==> src/rtl/fwd_hazard_unit_pkg.sv <==
// rtl/fwd_hazard_unit_pkg.sv - opcode classes, instruction field helpers and history entry type
package fwd_hazard_unit_pkg;

    localparam int FWD_DATA_W  = 8;
    localparam int FWD_REG_AW  = 3;
    localparam int FWD_INSTR_W = 2 + 2 * FWD_REG_AW;

    localparam logic [1:0] OP_RTYPE = 2'b00;
    localparam logic [1:0] OP_IMM   = 2'b01;
    localparam logic [1:0] OP_LOAD  = 2'b10;
    localparam logic [1:0] OP_JMP   = 2'b11;

    // The history entry is sized by the package widths, so the core widths are set here.
    typedef struct packed {
        logic                  valid;
        logic [FWD_REG_AW-1:0] addr;
        logic                  is_load;
        logic [FWD_DATA_W-1:0] data;
    } hist_entry_t;

    function automatic logic [1:0] instr_op(input logic [FWD_INSTR_W-1:0] instr);
        return instr[FWD_INSTR_W-1 -: 2];
    endfunction

    function automatic logic [FWD_REG_AW-1:0] instr_dst(input logic [FWD_INSTR_W-1:0] instr);
        return instr[2*FWD_REG_AW-1 -: FWD_REG_AW];
    endfunction

    function automatic logic [FWD_REG_AW-1:0] instr_src(input logic [FWD_INSTR_W-1:0] instr);
        return instr[FWD_REG_AW-1:0];
    endfunction

    function automatic logic uses_op0(input logic [1:0] op);
        return op == OP_RTYPE;
    endfunction

    function automatic logic uses_op1(input logic [1:0] op);
        return op != OP_JMP;
    endfunction

    function automatic logic is_writer(input logic [1:0] op);
        return op != OP_JMP;
    endfunction

endpackage

==> src/rtl/fwd_hazard_unit_if.sv <==
// rtl/fwd_hazard_unit_if.sv - issue-side bundle between regfile read and execute operand latches
interface fwd_hazard_unit_if #(
    parameter int DATA_W = 8,
    parameter int REG_AW = 3,
    parameter int DEPTH  = 3
);
    localparam int INSTR_W = 2 + 2 * REG_AW;
    localparam int SEL_W   = $clog2(DEPTH + 1);

    logic               issue_valid;
    logic [INSTR_W-1:0] issue_instr;
    logic [DATA_W-1:0]  reg_src_dat;
    logic [DATA_W-1:0]  reg_dst_dat;
    logic [DATA_W-1:0]  ex_res;
    logic [DATA_W-1:0]  mem_res;
    logic               flush;
    logic [DATA_W-1:0]  in0;
    logic [DATA_W-1:0]  in1;
    logic [SEL_W-1:0]   sel0;
    logic [SEL_W-1:0]   sel1;
    logic               stall;

    modport master (
        output issue_valid, issue_instr, reg_src_dat, reg_dst_dat, ex_res, mem_res, flush,
        input  in0, in1, sel0, sel1, stall
    );

    modport slave (
        input  issue_valid, issue_instr, reg_src_dat, reg_dst_dat, ex_res, mem_res, flush,
        output in0, in1, sel0, sel1, stall
    );

endinterface

==> src/rtl/fwd_match_sel.sv <==
// rtl/fwd_match_sel.sv - youngest-producer priority match over the history for one operand
module fwd_match_sel
    import fwd_hazard_unit_pkg::*;
#(
    parameter int DATA_W  = FWD_DATA_W,
    parameter int REG_AW  = FWD_REG_AW,
    parameter int DEPTH   = 3,
    parameter int R0_ZERO = 0,
    localparam int SEL_W  = $clog2(DEPTH + 1)
) (
    input  logic              i_used,
    input  logic [REG_AW-1:0] i_addr,
    input  logic [DATA_W-1:0] i_reg_dat,
    input  logic [DEPTH-1:0]  i_valid,
    input  logic [REG_AW-1:0] i_hist_addr [DEPTH],
    input  logic [DATA_W-1:0] i_eff_dat   [DEPTH],
    input  logic              i_load0,
    output logic [DATA_W-1:0] o_dat,
    output logic [SEL_W-1:0]  o_sel,
    output logic              o_load_use
);

    logic w_en;

    assign w_en = i_used && !((R0_ZERO != 0) && (i_addr == '0));

    // Scan oldest to youngest so the lowest matching index is the last one written.
    always_comb begin
        o_dat      = i_reg_dat;
        o_sel      = '0;
        o_load_use = 1'b0;
        for (int k = DEPTH - 1; k >= 0; k--) begin
            if (w_en && i_valid[k] && (i_hist_addr[k] == i_addr)) begin
                o_dat      = i_eff_dat[k];
                o_sel      = SEL_W'(k + 1);
                o_load_use = (k == 0) && i_load0;
            end
        end
    end

endmodule

==> src/rtl/fwd_hazard_unit.sv <==
// rtl/fwd_hazard_unit.sv - multi-entry operand forwarding with load-use stall and flush
module fwd_hazard_unit
    import fwd_hazard_unit_pkg::*;
#(
    parameter int DATA_W  = FWD_DATA_W,
    parameter int REG_AW  = FWD_REG_AW,
    parameter int DEPTH   = 3,
    parameter int R0_ZERO = 0
) (
    input  logic           clk,
    input  logic           rst_n,
    fwd_hazard_unit_if.slave bus
);

    localparam int SEL_W = $clog2(DEPTH + 1);

    hist_entry_t       r_hist      [DEPTH];
    logic [DATA_W-1:0] w_eff_dat   [DEPTH];
    logic [REG_AW-1:0] w_hist_addr [DEPTH];
    logic [DEPTH-1:0]  w_valid;

    logic [1:0]        w_op;
    logic [REG_AW-1:0] w_dst;
    logic [REG_AW-1:0] w_src;
    logic              w_lu0;
    logic              w_lu1;
    logic              w_stall;
    logic              w_accept;
    logic [DATA_W-1:0] w_in0;
    logic [DATA_W-1:0] w_in1;
    logic [SEL_W-1:0]  w_sel0;
    logic [SEL_W-1:0]  w_sel1;

    assign w_op  = instr_op(bus.issue_instr);
    assign w_dst = instr_dst(bus.issue_instr);
    assign w_src = instr_src(bus.issue_instr);

    // A load sitting in entry 0 has no data yet; its value shows up on mem_res one cycle later.
    always_comb begin
        for (int i = 0; i < DEPTH; i++) begin
            w_valid[i]     = r_hist[i].valid;
            w_hist_addr[i] = r_hist[i].addr;
            w_eff_dat[i]   = r_hist[i].data;
            if (i == 0) begin
                w_eff_dat[i] = r_hist[i].is_load ? '0 : bus.ex_res;
            end else if ((i == 1) && r_hist[i].is_load) begin
                w_eff_dat[i] = bus.mem_res;
            end
        end
    end

    fwd_match_sel #(
        .DATA_W(DATA_W), .REG_AW(REG_AW), .DEPTH(DEPTH), .R0_ZERO(R0_ZERO)
    ) u_match0 (
        .i_used      (uses_op0(w_op)),
        .i_addr      (w_src),
        .i_reg_dat   (bus.reg_src_dat),
        .i_valid     (w_valid),
        .i_hist_addr (w_hist_addr),
        .i_eff_dat   (w_eff_dat),
        .i_load0     (r_hist[0].is_load),
        .o_dat       (w_in0),
        .o_sel       (w_sel0),
        .o_load_use  (w_lu0)
    );

    fwd_match_sel #(
        .DATA_W(DATA_W), .REG_AW(REG_AW), .DEPTH(DEPTH), .R0_ZERO(R0_ZERO)
    ) u_match1 (
        .i_used      (uses_op1(w_op)),
        .i_addr      (w_dst),
        .i_reg_dat   (bus.reg_dst_dat),
        .i_valid     (w_valid),
        .i_hist_addr (w_hist_addr),
        .i_eff_dat   (w_eff_dat),
        .i_load0     (r_hist[0].is_load),
        .o_dat       (w_in1),
        .o_sel       (w_sel1),
        .o_load_use  (w_lu1)
    );

    assign w_stall  = bus.issue_valid && !bus.flush && (w_lu0 || w_lu1);
    assign w_accept = bus.issue_valid && !bus.flush && !w_stall;

    assign bus.in0   = w_in0;
    assign bus.in1   = w_in1;
    assign bus.sel0  = w_sel0;
    assign bus.sel1  = w_sel1;
    assign bus.stall = w_stall;

    // Every edge shifts the history; a flush kills entry 0 as it moves into entry 1.
    always_ff @(posedge clk or negedge rst_n) begin
        if (!rst_n) begin
            for (int i = 0; i < DEPTH; i++) begin
                r_hist[i] <= '0;
            end
        end else begin
            r_hist[0].valid   <= w_accept && is_writer(w_op) && !((R0_ZERO != 0) && (w_dst == '0));
            r_hist[0].addr    <= w_dst;
            r_hist[0].is_load <= (w_op == OP_LOAD);
            r_hist[0].data    <= '0;
            for (int i = 1; i < DEPTH; i++) begin
                r_hist[i].valid   <= r_hist[i-1].valid && !((i == 1) && bus.flush);
                r_hist[i].addr    <= r_hist[i-1].addr;
                r_hist[i].is_load <= r_hist[i-1].is_load;
                r_hist[i].data    <= w_eff_dat[i-1];
            end
        end
    end

endmodule

==> src/flat_wrapper.sv <==
// flat-port wrapper written by rule: the top's interface ports become plain ports
module fwd_hazard_unit_flat import fwd_hazard_unit_pkg::*;
#(
    parameter int DATA_W  = FWD_DATA_W,
    parameter int REG_AW  = FWD_REG_AW,
    parameter int DEPTH   = 3,
    parameter int R0_ZERO = 0
)
  (clk, rst_n, bus_issue_valid, bus_issue_instr, bus_reg_src_dat, bus_reg_dst_dat, bus_ex_res, bus_mem_res, bus_flush, bus_in0, bus_in1, bus_sel0, bus_sel1, bus_stall);
  fwd_hazard_unit_if #(.DATA_W(DATA_W), .REG_AW(REG_AW), .DEPTH(DEPTH)) bus_i ();
  input  logic clk;
  input  logic rst_n;
  input wire logic [$bits(bus_i.issue_valid)-1:0] bus_issue_valid;
  input wire logic [$bits(bus_i.issue_instr)-1:0] bus_issue_instr;
  input wire logic [$bits(bus_i.reg_src_dat)-1:0] bus_reg_src_dat;
  input wire logic [$bits(bus_i.reg_dst_dat)-1:0] bus_reg_dst_dat;
  input wire logic [$bits(bus_i.ex_res)-1:0] bus_ex_res;
  input wire logic [$bits(bus_i.mem_res)-1:0] bus_mem_res;
  input wire logic [$bits(bus_i.flush)-1:0] bus_flush;
  output wire logic [$bits(bus_i.in0)-1:0] bus_in0;
  output wire logic [$bits(bus_i.in1)-1:0] bus_in1;
  output wire logic [$bits(bus_i.sel0)-1:0] bus_sel0;
  output wire logic [$bits(bus_i.sel1)-1:0] bus_sel1;
  output wire logic [$bits(bus_i.stall)-1:0] bus_stall;
  assign bus_i.issue_valid = bus_issue_valid;
  assign bus_i.issue_instr = bus_issue_instr;
  assign bus_i.reg_src_dat = bus_reg_src_dat;
  assign bus_i.reg_dst_dat = bus_reg_dst_dat;
  assign bus_i.ex_res = bus_ex_res;
  assign bus_i.mem_res = bus_mem_res;
  assign bus_i.flush = bus_flush;
  assign bus_in0 = bus_i.in0;
  assign bus_in1 = bus_i.in1;
  assign bus_sel0 = bus_i.sel0;
  assign bus_sel1 = bus_i.sel1;
  assign bus_stall = bus_i.stall;
  fwd_hazard_unit #(.DATA_W(DATA_W), .REG_AW(REG_AW), .DEPTH(DEPTH), .R0_ZERO(R0_ZERO)) u_core (.clk(clk), .rst_n(rst_n), .bus(bus_i));
endmodule
==> config.mk <==
export PLATFORM = sky130hd
export DESIGN_NAME = fwd_hazard_unit_flat
export DESIGN_NICKNAME = d
export VERILOG_FILES = /design/src/rtl/fwd_hazard_unit_pkg.sv /design/src/rtl/fwd_hazard_unit_if.sv /design/src/rtl/fwd_match_sel.sv /design/src/rtl/fwd_hazard_unit.sv /design/src/flat_wrapper.sv
export SDC_FILE = /design/constraint.sdc
export NUM_CORES = 1
export LEC_CHECK = 0
export ABC_AREA = 1
export BUFFER_PORTS_ARGS = -buffer_cell sky130_fd_sc_hd__buf_2
export CAP_MARGIN = 30
export CORE_UTILIZATION = 56
export CTS_CLUSTER_DIAMETER = 60
export CTS_CLUSTER_SIZE = 25
export DETAILED_ROUTE_END_ITERATION = 12
export PLACE_DENSITY = 0.88
export SLEW_MARGIN = 10
export SYNTH_ARGS = -nofsm -noshare
export SYNTH_HDL_FRONTEND = slang
export SYNTH_SLANG_ARGS = --single-unit
==> constraint.sdc <==
create_clock -name clk -period 2.1 [get_ports clk]
set_input_delay 0.21 -clock clk [delete_from_list [all_inputs] [get_ports clk]]
set_output_delay 0.21 -clock clk [all_outputs]
set_load 0.01 [all_outputs]
==> results by stage <==
Outcome:
- The run finished with clean final reports.

Critical path:
- Traced cell by cell, the critical path runs through o21ai_0, nand3_1, nand2_1, inv_1, nand3_1, nand2_1, inv_1, buf_2.
- The endpoint kind of the worst setup timing path is an output pin.
- At the worst endpoint, the arrival time is 1.75 ns.
- The register-to-register setup slack is just under 0.8 ns.
- The slowest stage cell on the critical path is sky130_fd_sc_hd__dfrtp_1.
- The worst setup path is launched from a register.
- The stage delay of the slowest cell on the critical path is between 0.5 and 0.6 ns.
- The number of cell instances on the worst register-to-register path is 5.
- The endpoint of the worst-slack reg-to-reg timing path is u_core.r_hist[38].
- The maximum fanout along the worst path is 16.
- The worst register-to-register path begins at u_core.r_hist[35].
- The required time reported for the critical path endpoint is roughly 1.9 ns.
- The path type of the worst setup path is reg2out.

Clock network:
- The root buffer cell chosen for the clock tree is sky130_fd_sc_hd__clkbuf_8.
- Counting the buffers created by CTS gives 5.
- The number of clock sinks is 30.
- The CTS tree is yes.
- The H-tree level count is 2.
- The clock input transition at the sequential cells of the worst setup and hold paths is approximately 0.06 ns.
- The clock passes through at most 2 buffers.
- The later-pin clock latency in the skew report is 0.29 ns.

Detailed routing:
- The DRC violation count after routing is 0.
- The per-cell via count in the routed design is slightly above 5.
- In the final routed layout, each cell accounts on average for 12.07 µm.
- The number of search-and-repair iterations in the first detailed-routing pass is 4.
- The count of nets left with antenna violations after detail routing is 0.
- The detailed router's first-iteration violation count is about 170.
- Wires add up to 5490 µm.
- Summing over every cut layer, the via total after detailed routing is 2306.

Logic synthesis:
- The net count after synthesis is 379.
- The proportion of synthesized flip-flops having asynchronous set or reset is 1.000.
- The register area share after synthesis is 0.3505.
- Counting flops with a built-in enable in the synthesized netlist gives 0.
- In this run the cell area of the synthesized design comes to ~2100 µm².
- The netlist uses 19 different library cells.
- The cell count after synthesis came out at 335.
- Ranked by total cell area, the synthesized netlist is headed by sky130_fd_sc_hd__dfrtp_1 35%, sky130_fd_sc_hd__nand2_1 21%, sky130_fd_sc_hd__nand3_1 14%.
- By count the netlist is led by 119 x sky130_fd_sc_hd__nand2_1, 61 x sky130_fd_sc_hd__nand3_1, 59 x sky130_fd_sc_hd__inv_1.
- Of the post-synthesis cell area, the dominant cell type holds 0.3505.
- After synthesis the netlist holds a flip-flop and latch count of 30.
- The most numerous cell in the Yosys netlist is sky130_fd_sc_hd__nand2_1.
- For this run, the number of Yosys warnings is 0.
- Each instance of the synthesized netlist takes up on average about 6.4 µm².
- The library cell occupying the most area in the post-synthesis netlist is sky130_fd_sc_hd__dfrtp_1.
- The top flip-flop cell by instance count after synthesis is sky130_fd_sc_hd__dfrtp_1.

Placed design:
- The post-place setup slack is approximately 0.34 ns.
- The count of buffers added on input and output ports is between 60 and 70.
- The post-DP HPWL is around 4100 µm.
- The placer's final routability congestion estimate is 0.9141.

Run:
- The number of maximum-capacitance constraint violations is 0.

Floorplan:
- The die width is ~64 µm.
- The cell row count is 22.
- The number of top-level pins is between 60 and 70.
- The die footprint is between 4000 and 5000 µm².
- The y dimension of the die is 63.85 µm.
- The total area inside the core boundary comes to approximately 3700 µm².
- The initial standard-cell utilization of the core is 0.5851.

Power and ir drop:
- The worst-case IR drop observed on VDD is around 440 µV.
- Of the total power, the share spent switching nets is 0.3017.
- The power density over cell area is 539.3 nW/µm².
- The analysis attributes to cell leakage a power of 1.621 nW.
- The part of the power in registers is 0.452.
- The share of total power dissipated in combinational logic is 0.209.
- The share of power burned in the clock network is 0.339.
- The internal portion of total power is 0.9918 mW.
- Summed over all nets, the switching power comes to ~0.43 mW.

Hold path:
- The worst hold path class is in2reg.
- The hold path endpoint is u_core.r_hist[25].
- The number of cells on the worst hold path is 2.
- The startpoint identified for the worst hold timing path is bus_flush.

Finish:
- After filler insertion, the fill cell instance count of the layout stands at approximately 310.
- Compared with the post-synthesis result, the final layout area differs by 22.96%.
- The number of antenna diodes in the final layout is 0.
- In the final layout, the registers with the most flip-flops are u_core.r_hist x30.
- The share of the core filled with cells is 0.7194.
- The register with the most flip-flops in the layout has 30 of them.
- The register with the most flip-flops in the final layout is u_core.r_hist.
- At the end of the flow, the number of nets in the layout was 450.
- The share of cells above drive strength 1 is 0.2531.

Global routing:
- After global routing the overflow that remains totals 0.
- The total global routing track utilization is 0.2833.
- The via count of the first global-routing pass came to 2040.
- The initial antenna violation count was 0.
- The first-pass GRT wire length is about 8900 µm.
- The pin count of the biggest net entering global routing is 31.

Timing:
- Setup slack on the critical path of the routed design comes to approximately 0.14 ns.
- Static timing analysis puts the maximum clock frequency at about 0.5 GHz.
- For the pin with the worst max-slew slack, the measured transition is between 0.6 and 0.7 ns.
- For the final database, setup skew stands at ~0.0085 ns.
- The number of slew-limit violations in the final report is 0.
- Setup repair after global routing left no endpoint under its margin.
- Setup total negative slack on the finished layout was measured at 0 ns.
- The relative max-transition margin is 0.5685.
- The number of hold-slack violations in the final timing report is 0.
- The routed design could run at a clock period as short as approximately 2.0 ns.
- Setup violations remaining at the end of the flow were counted as 0.
- The post-route fraction of the period consumed by the critical path is 0.9314.
## power groups by stage
stage	Combinational [mW]	Sequential (mW)	Clock [mW]
floorplan	0.168	0.643	0
global placement	0.272	0.650	0
detailed placement	0.278	0.652	0
CTS	0.281	0.641	0.485
global route	0.331	0.647	0.516
finish	0.297	0.642	0.481
## metal layers
metal,up-vias,part of all wire,global-route usage
met5,-,0,0
met1,1031,0.44,0.3750
met4,0,0.018,0.09375
met3,12,0.073,0.06071
li1,1162,-,-
met2,101,0.46,0.4574
## cell type report
class / count / area, µm² / area share
sequential: 30 / 750.7 / 0.2850
clock inverter: 1 / 5.005 / 0.001900
tap: 48 / 60.06 / 0.02280
timing repair buffer: 67 / 345.3 / 0.1311
clock buffer: 7 / 86.33 / 0.03278
inverter: 66 / 247.7 / 0.09406
multi-input combinational: 236 / 1139 / 0.4323
## metrics by stage
stage | power (mW) | hold slack, ns | instances | cell area, µm²
floorplan | 0.8108 | -0.08559 | 335 | 2142
CTS | 1.407 | 0.07964 | 451 | 2584
finish | 1.420 | 0.08299 | 455 | 2634
global route | 1.493 | 0.07932 | 455 | 2634
global placement | 0.9219 | 0.2685 | 442 | 2482
detailed placement | 0.9294 | 0.2723 | 442 | 2482
## cell usage in the layout, fill, tap and decap left out, types with 2 or more instances in the layout
cell | synthesis | routed
sky130_fd_sc_hd__nor2_1 | 17 | 13
sky130_fd_sc_hd__buf_2 | 2 | 64
sky130_fd_sc_hd__dfrtp_1 | 30 | 30
sky130_fd_sc_hd__xor2_1 | 6 | 6
sky130_fd_sc_hd__inv_1 | 59 | 57
sky130_fd_sc_hd__o21ai_0 | 8 | 4
sky130_fd_sc_hd__inv_2 | 5 | 7
sky130_fd_sc_hd__nand2_2 | 7 | 10
sky130_fd_sc_hd__o21ai_1 | 0 | 4
sky130_fd_sc_hd__nor2_2 | 2 | 4
sky130_fd_sc_hd__nand2_1 | 119 | 118
sky130_fd_sc_hd__clkbuf_8 | 0 | 6
sky130_fd_sc_hd__nand3_1 | 61 | 61
sky130_fd_sc_hd__nor2_4 | 2 | 4
sky130_fd_sc_hd__buf_4 | 1 | 2
sky130_fd_sc_hd__xnor2_1 | 2 | 2
sky130_fd_sc_hd__a21oi_1 | 5 | 5
sky130_fd_sc_hd__nor2_8 | 2 | 2
sky130_fd_sc_hd__clkinv_1 | 2 | 2
sky130_fd_sc_hd__nand2_4 | 3 | 3
## repair_timing
action / 4_1_cts / 5_1_grt
endpoints found under the setup margin: 0 / 18
hold buffers: 1 / 0
resized for setup: 0 / 15
endpoints found under the hold margin: 30 / 0
buffers inserted: 0 / 2
## how the worst max path moves through the flow
stage | startpoint | endpoint | slack (ns)
finish | u_core.r_hist[21] | bus_in0[2] | 0.14
global route | u_core.r_hist[21] | bus_in0[2] | 0.001
CTS | u_core.r_hist[35] | bus_in0[3] | 0.02
detailed placement | bus_issue_instr[7] | bus_in0[3] | 0.34
global placement | u_core.r_hist[35] | bus_in1[3] | 0.36
floorplan | u_core.r_hist[22] | bus_in0[0] | 0.67
## critical path, delay by kind of cell, from the launching register on
kind            cells  cell delay, ns
simple gates        4            0.32
buf+inv             3            0.19
compound gates      1            0.43
flops               1            0.51
## logic make-up after synthesis
family,Yosys count,synth area share
simple gates,213,0.4521
compound gates,13,0.03037
xor+xnor,8,0.03271
flops,30,0.3505
buf+inv,71,0.1343
(Power assumes the default switching activity.)
